$ cat config.mk
export PLATFORM = sky130hd
export DESIGN_NAME = decode_queue_flat
export DESIGN_NICKNAME = d
export VERILOG_FILES = /design/src/rtl/decode_pkg.sv /design/src/rtl/decode_queue_if.sv /design/src/rtl/decode_fifo_mem.sv /design/src/rtl/decode_queue.sv /design/src/flat_wrapper.sv
export SDC_FILE = /design/constraint.sdc
export NUM_CORES = 1
export LEC_CHECK = 0
export ABC_CLOCK_PERIOD_IN_PS = 6000
export CAP_MARGIN = 5
export CORE_UTILIZATION = 55
export CTS_CLUSTER_SIZE = 20
export DETAILED_ROUTE_END_ITERATION = 12
export GPL_TIMING_DRIVEN = 0
export PLACE_DENSITY = 0.83
export SYNTH_ARGS = -nofsm -noshare
export SYNTH_HDL_FRONTEND = slang
export SYNTH_HIERARCHICAL = 1
export SYNTH_SLANG_ARGS = --single-unit
$ cat constraint.sdc
create_clock -name clock -period 6 [get_ports clock]
set_clock_uncertainty 0.15 [all_clocks]
set_input_delay 1.2 -clock clock [delete_from_list [all_inputs] [get_ports clock]]
set_output_delay 1.2 -clock clock [all_outputs]
set_load 0.03 [all_outputs]
$ cat src/rtl/decode_pkg.sv
// LC-3 decode definitions: opcodes, control encodings, decoded-control struct, decode function.
// Latency: decode_instr is purely combinational.
// Backpressure: none; the function is stateless.
package decode_pkg;

  typedef enum logic [3:0] {
    OP_BR   = 4'b0000,
    OP_ADD  = 4'b0001,
    OP_LD   = 4'b0010,
    OP_ST   = 4'b0011,
    OP_JSR  = 4'b0100,
    OP_AND  = 4'b0101,
    OP_LDR  = 4'b0110,
    OP_STR  = 4'b0111,
    OP_RTI  = 4'b1000,
    OP_NOT  = 4'b1001,
    OP_LDI  = 4'b1010,
    OP_STI  = 4'b1011,
    OP_JMP  = 4'b1100,
    OP_RES  = 4'b1101,
    OP_LEA  = 4'b1110,
    OP_TRAP = 4'b1111
  } opcode_t;

  // Writeback source select
  localparam logic [1:0] W_ALU = 2'd0;
  localparam logic [1:0] W_PC  = 2'd1;
  localparam logic [1:0] W_MEM = 2'd2;

  // Address offset select for the PC/address adder
  localparam logic [1:0] PC1_ZERO = 2'b00;
  localparam logic [1:0] PC1_OFF6 = 2'b01;
  localparam logic [1:0] PC1_OFF9 = 2'b10;

  // ALU operation select
  localparam logic [1:0] ALU_ADD = 2'b00;
  localparam logic [1:0] ALU_AND = 2'b01;
  localparam logic [1:0] ALU_NOT = 2'b10;

  typedef struct packed {
    logic [5:0] E_control;   // {alu_control[1:0], pcselect1[1:0], pcselect2, op2select}
    logic       Mem_Control; // indirect access
    logic [1:0] W_Control;   // writeback source
    logic       illegal;     // unsupported opcode
  } dec_ctrl_t;

  localparam int CTRL_W = $bits(dec_ctrl_t);

  // Unsupported opcodes leave every control at 0 and only raise illegal.
  function automatic dec_ctrl_t decode_instr(input logic [15:0] instr);
    dec_ctrl_t  d;
    logic [1:0] alu;
    logic [1:0] pc1;
    logic       pc2;
    logic       op2;
    d   = '0;
    alu = ALU_ADD;
    pc1 = PC1_ZERO;
    pc2 = 1'b0;
    op2 = 1'b0;
    case (opcode_t'(instr[15:12]))
      OP_ADD: op2 = ~instr[5];
      OP_AND: begin alu = ALU_AND; op2 = ~instr[5]; end
      OP_NOT: begin alu = ALU_NOT; op2 = 1'b1; end
      OP_BR:  begin pc1 = PC1_OFF9; pc2 = 1'b1; end
      OP_ST:  begin pc1 = PC1_OFF9; pc2 = 1'b1; end
      OP_LD:  begin pc1 = PC1_OFF9; pc2 = 1'b1; d.W_Control = W_MEM; end
      OP_LDI: begin pc1 = PC1_OFF9; pc2 = 1'b1; d.W_Control = W_MEM; d.Mem_Control = 1'b1; end
      OP_STI: begin pc1 = PC1_OFF9; pc2 = 1'b1; d.Mem_Control = 1'b1; end
      OP_LEA: begin pc1 = PC1_OFF9; pc2 = 1'b1; d.W_Control = W_PC; end
      OP_LDR: begin pc1 = PC1_OFF6; d.W_Control = W_MEM; end
      OP_STR: pc1 = PC1_OFF6;
      OP_JMP: pc1 = PC1_ZERO;
      default: d.illegal = 1'b1;
    endcase
    d.E_control = {alu, pc1, pc2, op2};
    return d;
  endfunction

endpackage

$ cat src/rtl/decode_queue_if.sv
// Fetch-side and execute-side handshake bundle of the decode queue.
// Latency: wires only.
// Backpressure: in_ready/out_ready carry the valid/ready flow control.
interface decode_queue_if #(
  parameter int DATA_W = 16,
  parameter int CNT_W  = 3
);
  logic              in_valid;
  logic              in_ready;
  logic [DATA_W-1:0] instr_dout;
  logic [DATA_W-1:0] npc_in;
  logic              flush;
  logic              out_valid;
  logic              out_ready;
  logic [DATA_W-1:0] IR;
  logic [DATA_W-1:0] npc_out;
  logic [5:0]        E_control;
  logic              Mem_Control;
  logic [1:0]        W_Control;
  logic              illegal;
  logic [CNT_W-1:0]  count;

  // Environment side: fetch producer plus execute consumer
  modport master (
    output in_valid, instr_dout, npc_in, flush, out_ready,
    input  in_ready, out_valid, IR, npc_out, E_control, Mem_Control,
           W_Control, illegal, count
  );

  // Queue side
  modport slave (
    input  in_valid, instr_dout, npc_in, flush, out_ready,
    output in_ready, out_valid, IR, npc_out, E_control, Mem_Control,
           W_Control, illegal, count
  );
endinterface

$ cat src/rtl/decode_fifo_mem.sv
// Storage array for decoded queue entries: one write port, one head read port.
// Latency: write lands at the clock edge; read is combinational from the registers.
// Backpressure: none; the controller only writes free slots.
module decode_fifo_mem #(
  parameter int WIDTH = 42,
  parameter int DEPTH = 4,
  localparam int PTR_W = $clog2(DEPTH)
) (
  input  logic             clock,
  input  logic             wr_en,
  input  logic [PTR_W-1:0] wr_addr,
  input  logic [WIDTH-1:0] wr_data,
  input  logic [PTR_W-1:0] rd_addr,
  output logic [WIDTH-1:0] rd_data
);
  logic [WIDTH-1:0] mem [DEPTH];

  // Store the incoming entry at the write pointer
  always_ff @(posedge clock) begin
    if (wr_en) mem[wr_addr] <= wr_data;
  end

  assign rd_data = mem[rd_addr];
endmodule

$ cat src/rtl/decode_queue.sv
// LC-3 decode stage feeding a DEPTH-entry FIFO of decoded instructions.
// Latency: 1 cycle from accept to head; outputs come only from stored state.
// Backpressure: in_ready drops when full (no full bypass); head held while out_ready=0.
module decode_queue
  import decode_pkg::*;
#(
  parameter int DATA_W = 16,
  parameter int DEPTH  = 4,
  parameter int CNT_W  = $clog2(DEPTH + 1)
) (
  input logic          clock,
  input logic          reset,
  decode_queue_if.slave bus
);
  localparam int PTR_W = $clog2(DEPTH);
  localparam logic [CNT_W-1:0] FULL_CNT = CNT_W'(DEPTH);

  typedef struct packed {
    logic [DATA_W-1:0] ir;
    logic [DATA_W-1:0] npc;
    dec_ctrl_t         ctrl;
  } entry_t;

  localparam int ENTRY_W = $bits(entry_t);

  logic [PTR_W-1:0] wr_ptr;
  logic [PTR_W-1:0] rd_ptr;
  logic [CNT_W-1:0] cnt;
  logic             push;
  logic             pop;
  logic             not_empty;
  entry_t           wr_entry;
  entry_t           head;

  assign not_empty     = (cnt != '0);
  assign bus.in_ready  = (cnt < FULL_CNT);
  assign bus.out_valid = not_empty;
  assign bus.count     = cnt;

  // Flush wins over both sides, so neither push nor pop is allowed to act
  assign push = bus.in_valid && bus.in_ready && !bus.flush;
  assign pop  = not_empty && bus.out_ready && !bus.flush;

  // Decode at enqueue so the head carries ready-made controls
  always_comb begin
    wr_entry      = '0;
    wr_entry.ir   = bus.instr_dout;
    wr_entry.npc  = bus.npc_in;
    wr_entry.ctrl = decode_instr(bus.instr_dout[15:0]);
  end

  decode_fifo_mem #(
    .WIDTH (ENTRY_W),
    .DEPTH (DEPTH)
  ) u_mem (
    .clock   (clock),
    .wr_en   (push),
    .wr_addr (wr_ptr),
    .wr_data (wr_entry),
    .rd_addr (rd_ptr),
    .rd_data (head)
  );

  // Pointer and occupancy tracking; reset and flush both empty the queue
  always_ff @(posedge clock) begin
    if (!reset || bus.flush) begin
      wr_ptr <= '0;
      rd_ptr <= '0;
      cnt    <= '0;
    end else begin
      if (push) wr_ptr <= wr_ptr + PTR_W'(1);
      if (pop)  rd_ptr <= rd_ptr + PTR_W'(1);
      case ({push, pop})
        2'b10:   cnt <= cnt + CNT_W'(1);
        2'b01:   cnt <= cnt - CNT_W'(1);
        default: cnt <= cnt;
      endcase
    end
  end

  // Head fields, forced to zero while the queue is empty
  always_comb begin
    bus.IR          = '0;
    bus.npc_out     = '0;
    bus.E_control   = '0;
    bus.Mem_Control = 1'b0;
    bus.W_Control   = '0;
    bus.illegal     = 1'b0;
    if (not_empty) begin
      bus.IR          = head.ir;
      bus.npc_out     = head.npc;
      bus.E_control   = head.ctrl.E_control;
      bus.Mem_Control = head.ctrl.Mem_Control;
      bus.W_Control   = head.ctrl.W_Control;
      bus.illegal     = head.ctrl.illegal;
    end
  end
endmodule

$ cat src/flat_wrapper.sv
// flat-port wrapper written by rule: the top's interface ports become plain ports
module decode_queue_flat import decode_pkg::*;
#(
  parameter int DATA_W = 16,
  parameter int DEPTH  = 4,
  parameter int CNT_W  = $clog2(DEPTH + 1)
)
  (clock, reset, bus_in_valid, bus_instr_dout, bus_npc_in, bus_flush, bus_out_ready, bus_in_ready, bus_out_valid, bus_IR, bus_npc_out, bus_E_control, bus_Mem_Control, bus_W_Control, bus_illegal, bus_count);
  decode_queue_if #(.DATA_W(DATA_W), .CNT_W(CNT_W)) bus_i ();
  input logic clock;
  input logic reset;
  input wire logic [$bits(bus_i.in_valid)-1:0] bus_in_valid;
  input wire logic [$bits(bus_i.instr_dout)-1:0] bus_instr_dout;
  input wire logic [$bits(bus_i.npc_in)-1:0] bus_npc_in;
  input wire logic [$bits(bus_i.flush)-1:0] bus_flush;
  input wire logic [$bits(bus_i.out_ready)-1:0] bus_out_ready;
  output wire logic [$bits(bus_i.in_ready)-1:0] bus_in_ready;
  output wire logic [$bits(bus_i.out_valid)-1:0] bus_out_valid;
  output wire logic [$bits(bus_i.IR)-1:0] bus_IR;
  output wire logic [$bits(bus_i.npc_out)-1:0] bus_npc_out;
  output wire logic [$bits(bus_i.E_control)-1:0] bus_E_control;
  output wire logic [$bits(bus_i.Mem_Control)-1:0] bus_Mem_Control;
  output wire logic [$bits(bus_i.W_Control)-1:0] bus_W_Control;
  output wire logic [$bits(bus_i.illegal)-1:0] bus_illegal;
  output wire logic [$bits(bus_i.count)-1:0] bus_count;
  assign bus_i.in_valid = bus_in_valid;
  assign bus_i.instr_dout = bus_instr_dout;
  assign bus_i.npc_in = bus_npc_in;
  assign bus_i.flush = bus_flush;
  assign bus_i.out_ready = bus_out_ready;
  assign bus_in_ready = bus_i.in_ready;
  assign bus_out_valid = bus_i.out_valid;
  assign bus_IR = bus_i.IR;
  assign bus_npc_out = bus_i.npc_out;
  assign bus_E_control = bus_i.E_control;
  assign bus_Mem_Control = bus_i.Mem_Control;
  assign bus_W_Control = bus_i.W_Control;
  assign bus_illegal = bus_i.illegal;
  assign bus_count = bus_i.count;
  decode_queue #(.DATA_W(DATA_W), .DEPTH(DEPTH), .CNT_W(CNT_W)) u_core (.clock(clock), .reset(reset), .bus(bus_i));
endmodule
* Word-level counts from Yosys, hierarchy flattened
Memories as Yosys holds them, arrays and structs flattened. A register that Yosys moved wholly into a read port is not among the register bits. Index checks and enable logic that the tools add are counted.
Storage, ports and cells: register bits after elaboration 7, latch bits 0, memory bits (writable) 168, bits in read-only memories 0, input port bits 37, output and inout bits 47, logic and storage cells 57, memories 1
Operators by class: add/subtract/negate cells 4, multiply operators 0, div/mod/pow operators 0, magnitude comparators 1, eq/ne operators 13, shift operators 0, multiplexer cells 18, bitwise logic cells 1, reduce and logical (&&, ||, !) cells 16
Memories:
- u_core.u_mem.mem | words 4, bits a word 42, rd ports 1, clocked after memory_dff 1, write ports 1, RTL line decode_fifo_mem.sv:16 | logic [WIDTH-1:0] mem [DEPTH];
Operator list (count):
- 16-bit two-way mux | 2
- 4-bit equality test (second input constant) | 5
- 4-bit by 3-bit equality test with 1-bit output (second input constant) | 3
- 2-bit one-hot mux with 2 select lines | 3
- 12-bit OR reduction | 1
- 4-bit by 2-bit equality test with 1-bit output (second input constant) | 2
- 1-bit two-way mux | 7
- 2-bit two-way mux | 3
- 6-bit two-way mux | 1
- 3-bit one-hot mux with 2 select lines | 1
- 2-bit OR reduction | 3
- 6-bit OR reduction | 1
- 2-bit by 1-bit adder with 2-bit output (second input constant) | 2
- 4-bit by 1-bit equality test with 1-bit output (second input constant) | 1
- 1-bit logical AND | 4
- 4-bit logical NOT | 1
- 3-bit by 1-bit adder with 3-bit output (second input constant) | 1
- 3-bit < comparator (second input constant) | 1
- 3-bit nonzero test | 1
- 3-bit OR reduction | 1
- 3-bit by 1-bit subtractor with 3-bit output (second input constant) | 1
- 2-bit by 1-bit equality test with 1-bit output (second input constant) | 1
- 2-bit equality test (second input constant) | 1
- 1-bit logical NOT | 2
- 4 further kinds | 4

* Depth between registers and ports, before layout
depth after elaboration 5, depth in mapped cells 8, depth with buffers taken out 8

* By module
The synthesis kept the hierarchy.
Modules (own cells, without submodules):
- decode_fifo_mem | instances 1, cells an instance 224, area each 6144.6 um^2, seq. area each 5044.8 um^2
- decode_queue | instances 1, cells an instance 108, area each 750.7 um^2, seq. area each 140.1 um^2

* Worst setup path after synthesis
OpenSTA, ideal clock, no wires.
kind input to register, from input port bus_flush, to memory u_core.u_mem.mem[0][0], enable pin, arrival time 4.591 ns, slack 0.757 ns, stages 4, path buffers 0, cell sequence inv_1 -> nand3_1 -> inv_1 -> nor3b_1
On the way: cells in the longest elaborated chain, start to end 4
Ends and longest elaborated chain:
- from (decl) | RTL line flat_wrapper.sv:15 | input wire logic [$bits(bus_i.flush)-1:0] bus_flush;
- 1-bit logical NOT | RTL line decode_queue.sv:41 | assign push = bus.in_valid && bus.in_ready && !bus.flush;
- 1-bit logical AND | RTL line decode_queue.sv:41
- net u_core.push | RTL line decode_queue.sv:29 | logic push;
- 1-bit two-way mux | RTL line decode_fifo_mem.sv:20 | if (wr_en) mem[wr_addr] <= wr_data;
- 1-bit two-way mux (implied by the code) | RTL line decode_fifo_mem.sv:20
- to (decl) | RTL line decode_fifo_mem.sv:16
The timed path passes the listed nets, and every way through them passes these cells.

==> flow_metrics.py <==
metrics = {
    "logic_synthesis": {
        "yosysMostFrequentCell": "edfxtp_1",
        "syn-instance-count": 332,
        "synth_top_area_share_pct": 73.2,
        "post-synth-top-area-cell": "edfxtp_1",
        "ys_seq_area_share_pct": 75.2,
        "synth-main-ff-cell": "edfxtp_1",
        "synth_area_leaders": "edfxtp_1, mux4_2, nor2b_1",
        "syn_area_per_cell_um2": 20.8,
        "syn_area_mm2": 0.00690,
        "ys_seq_elements": 175,
        "synthArstFlopShare_pct": 0,
        "synth_common_cells": "edfxtp_1, mux4_2, nor2b_1, nor2_1",
        "syn_nets": 371,
        "synth-edff-count": 168,
        "synth_cell_type_count": 33,
        "yosysWarnings": 6,
    },
    "pwr": {
        "p_leak_uw": 0.00273,
        "p_per_area_mw_per_mm2": 299,
        "fin_total_pwr_uw": 2590,
        "combPwrFrac_pct": 5.5,
        "vdd_ir_drop_max_uv": 183,
        "clock_power_share_pct": 41.8,
        "p_switching_uw": 541,
        "intPower_uw": 2050,
        "seqPwrFrac_pct": 52.7,
        "p_sw_share_pct": 20.9,
    },
    "worst_hold_path": {
        "min_path_type": "register to register",
    },
    "worst_setup_path": {
        "max_stage_delay_ns": 0.71,
        "critPathRequiredTime_ns": 4.65,
        "crit_chain": "clkbuf_1, buf_2, mux4_2, nor2b_1, clkdlybuf4s50_1",
        "path_buf_inv": 3,
        "critPathTopFamily": "buffers and inverters",
        "cp.arrival_ns": 2.49,
        "cp-start-kind": "register",
        "crit_fanout": 10,
        "end_kind": "output pin",
        "crit_type": "register to output pin",
        "slowest_stage": "clkdlybuf4s50_1",
    },
    "timing": {
        "fin_crit_sh_pct": 64.0,
        "slew_violations": 0,
        "relSlewSlack_pct": 50.8,
        "rsz0062_at_grt": "false",
        "worst_slack_ns": 2.16,
        "worst_pin_slew_ns": 0.734,
        "max_freq_mhz": 260,
        "fin_tns_setup_ns": 0,
        "whs_ns": 0.356,
        "finalCriticalPeriod_ns": 3.84,
        "finalSetupViolCount": 0,
        "hold_viol": 0,
    },
    "route": {
        "wire_per_inst_um": 21.0,
        "drt-total-wl_um": 13100,
        "drt_iter0_markers": 282,
        "ant_nets": 0,
        "drt-vias-per-instance": 5.66,
        "drt_pass1_iterations": 4,
        "drc": 0,
        "vias": 3524,
    },
    "placed_design": {
        "dp_slack_ns": 2.38,
        "port_buffers": 83,
        "place_hpwl_um": 8160,
        "gp_congestion": 0.735,
    },
    "grt": {
        "antenna_found_initial": 0,
        "grt_overflow": 0,
        "grt_start_max_net_pins": 23,
        "grt_pass1_vias": 3701,
        "grt_first_pass_wirelength_um": 20400,
        "grt_util_all_layers_pct": 22.2,
    },
    "clock_network": {
        "postCtsHoldBufs": 0,
        "clockBufferDepth": 2,
        "clkTransAtPathRegs_ns": 0.06,
        "cts_resized": 0,
        "cts_buffers": 17,
        "cts_tree": "done",
        "post_cts_buffers": 0,
        "cts-root-buf": "clkbuf_16",
        "numClockSinks": 175,
        "cts.htree.levels": 4,
        "clk_latency_ns": 0.42,
    },
    "floorplanning": {
        "die_x_um": 114,
        "die_area_mm2": 0.0130,
        "row_count": 40,
        "io_pins": 84,
        "core_area_mm2": 0.0121,
        "die_h_um": 114,
        "start_util_pct": 56.9,
    },
    "status": {
        "status": "completed",
    },
    "layout": {
        "areaGrowthSynthToFinish_pct": 25.4,
        "antenna_cells": 0,
        "nets": 481,
        "drive_gt1_share_pct": 21.5,
    },
    "flow_run": {
        "cap_violations": 0,
    },
}
[final cells by class]
cell class | instances | area (um2)
inverter | 8 | 30.0
fill | 762 | 3470
sequential | 175 | 5180
clock inverter | 15 | 159
timing repair buffer | 91 | 947
multi-input combinational | 134 | 1550
tap | 168 | 210
buffer | 15 | 139
clock buffer | 17 | 425
[flip-flops by register name, indices dropped and copies added (netlist names)]
register,flops
u_core/wr_ptr,2
u_core/u_mem/mem,168
u_core/rd_ptr,2
u_core/bus.count,3
[per-layer routing]
metal	share of wire (%)	routed length, um	GRT usage (%)	vias up
met1	40	5250	27.9	1813
met3	5.8	759	5.42	19
li1	-	-	-	1547
met5	0	0	0	-
met2	52	6870	37.9	145
met4	1.6	212	7.45	0
[cells in the final DEF (no fill, tap or decap), types with 3 or more instances in the layout]
cell type,synthesis,final
nor2_1,12,12
clkinv_2,0,3
nand2_1,4,4
inv_6,0,5
xor2_1,3,3
buf_12,4,7
buf_2,8,8
inv_1,8,8
edfxtp_1,168,168
clkbuf_16,0,17
mux4_2,40,40
nor2b_1,40,40
buf_6,1,6
a21oi_1,4,4
dfxtp_1,7,7
clkdlybuf4s50_1,0,83
[final timing paths]
| kind | start | end | slack [ns] | depth (start not counted) |
|---|---|---|---|---|
| setup / recovery | u_core/rd_ptr[1]$_SDFFE_PP0P_ | bus_npc_out[1] | 2.16 | 5 |
| hold / removal | u_core/rd_ptr[1]$_SDFFE_PP0P_ | u_core/rd_ptr[1]$_SDFFE_PP0P_ | 0.36 | 2 |
| setup reg to reg | u_core/bus.count[2]$_SDFFE_PP0P_ | u_core/bus.count[2]$_SDFFE_PP0P_ | 3.61 | 8 |
| hold reg to reg | u_core/rd_ptr[1]$_SDFFE_PP0P_ | u_core/rd_ptr[1]$_SDFFE_PP0P_ | 0.36 | 2 |
[kinds of logic after synthesis]
kind of cell / share of synthesized area [%]
AOI/OAI and AO/OA: 0.962
xor gates and xnor gates: 0.635
adders and majority gates: 0.472
buffers and inverters: 2.45
DFF: 75.2
muxes: 13.8
and+or+nand+nor: 6.46
[metrics by stage]
stage,cells,util (%),area (um2)
after detailed placement,591,66.6,8060
after global placement,583,65.5,7940
after floorplan,332,-,6900
final,623,71.4,8650
after global routing,623,71.4,8650
after CTS,623,71.4,8650
[power groups by stage]
| stage | Clock [uW] | Combinational (uW) | Sequential [uW] |
|---|---|---|---|
| 2_1_floorplan | 0 | 69.1 | 1390 |
| 3_3_place_gp | 0 | 133 | 1390 |
| 3_5_place_dp | 0 | 142 | 1390 |
| 4_1_cts | 1090 | 144 | 1360 |
| 5_1_grt | 1150 | 151 | 1360 |
| 6_report | 1080 | 143 | 1360 |
[worst register-to-register path: stages, from the launching register on]
cell,delay [ns]
dfxtp_1,0.49
o31ai_1,0.18
nor2_1,0.14
ha_1,0.22
inv_1,0.08
fa_1,0.39
xor2_1,0.18
or3_1,0.32
a21oi_1,0.18
Power figures use the tool's default switching activity.
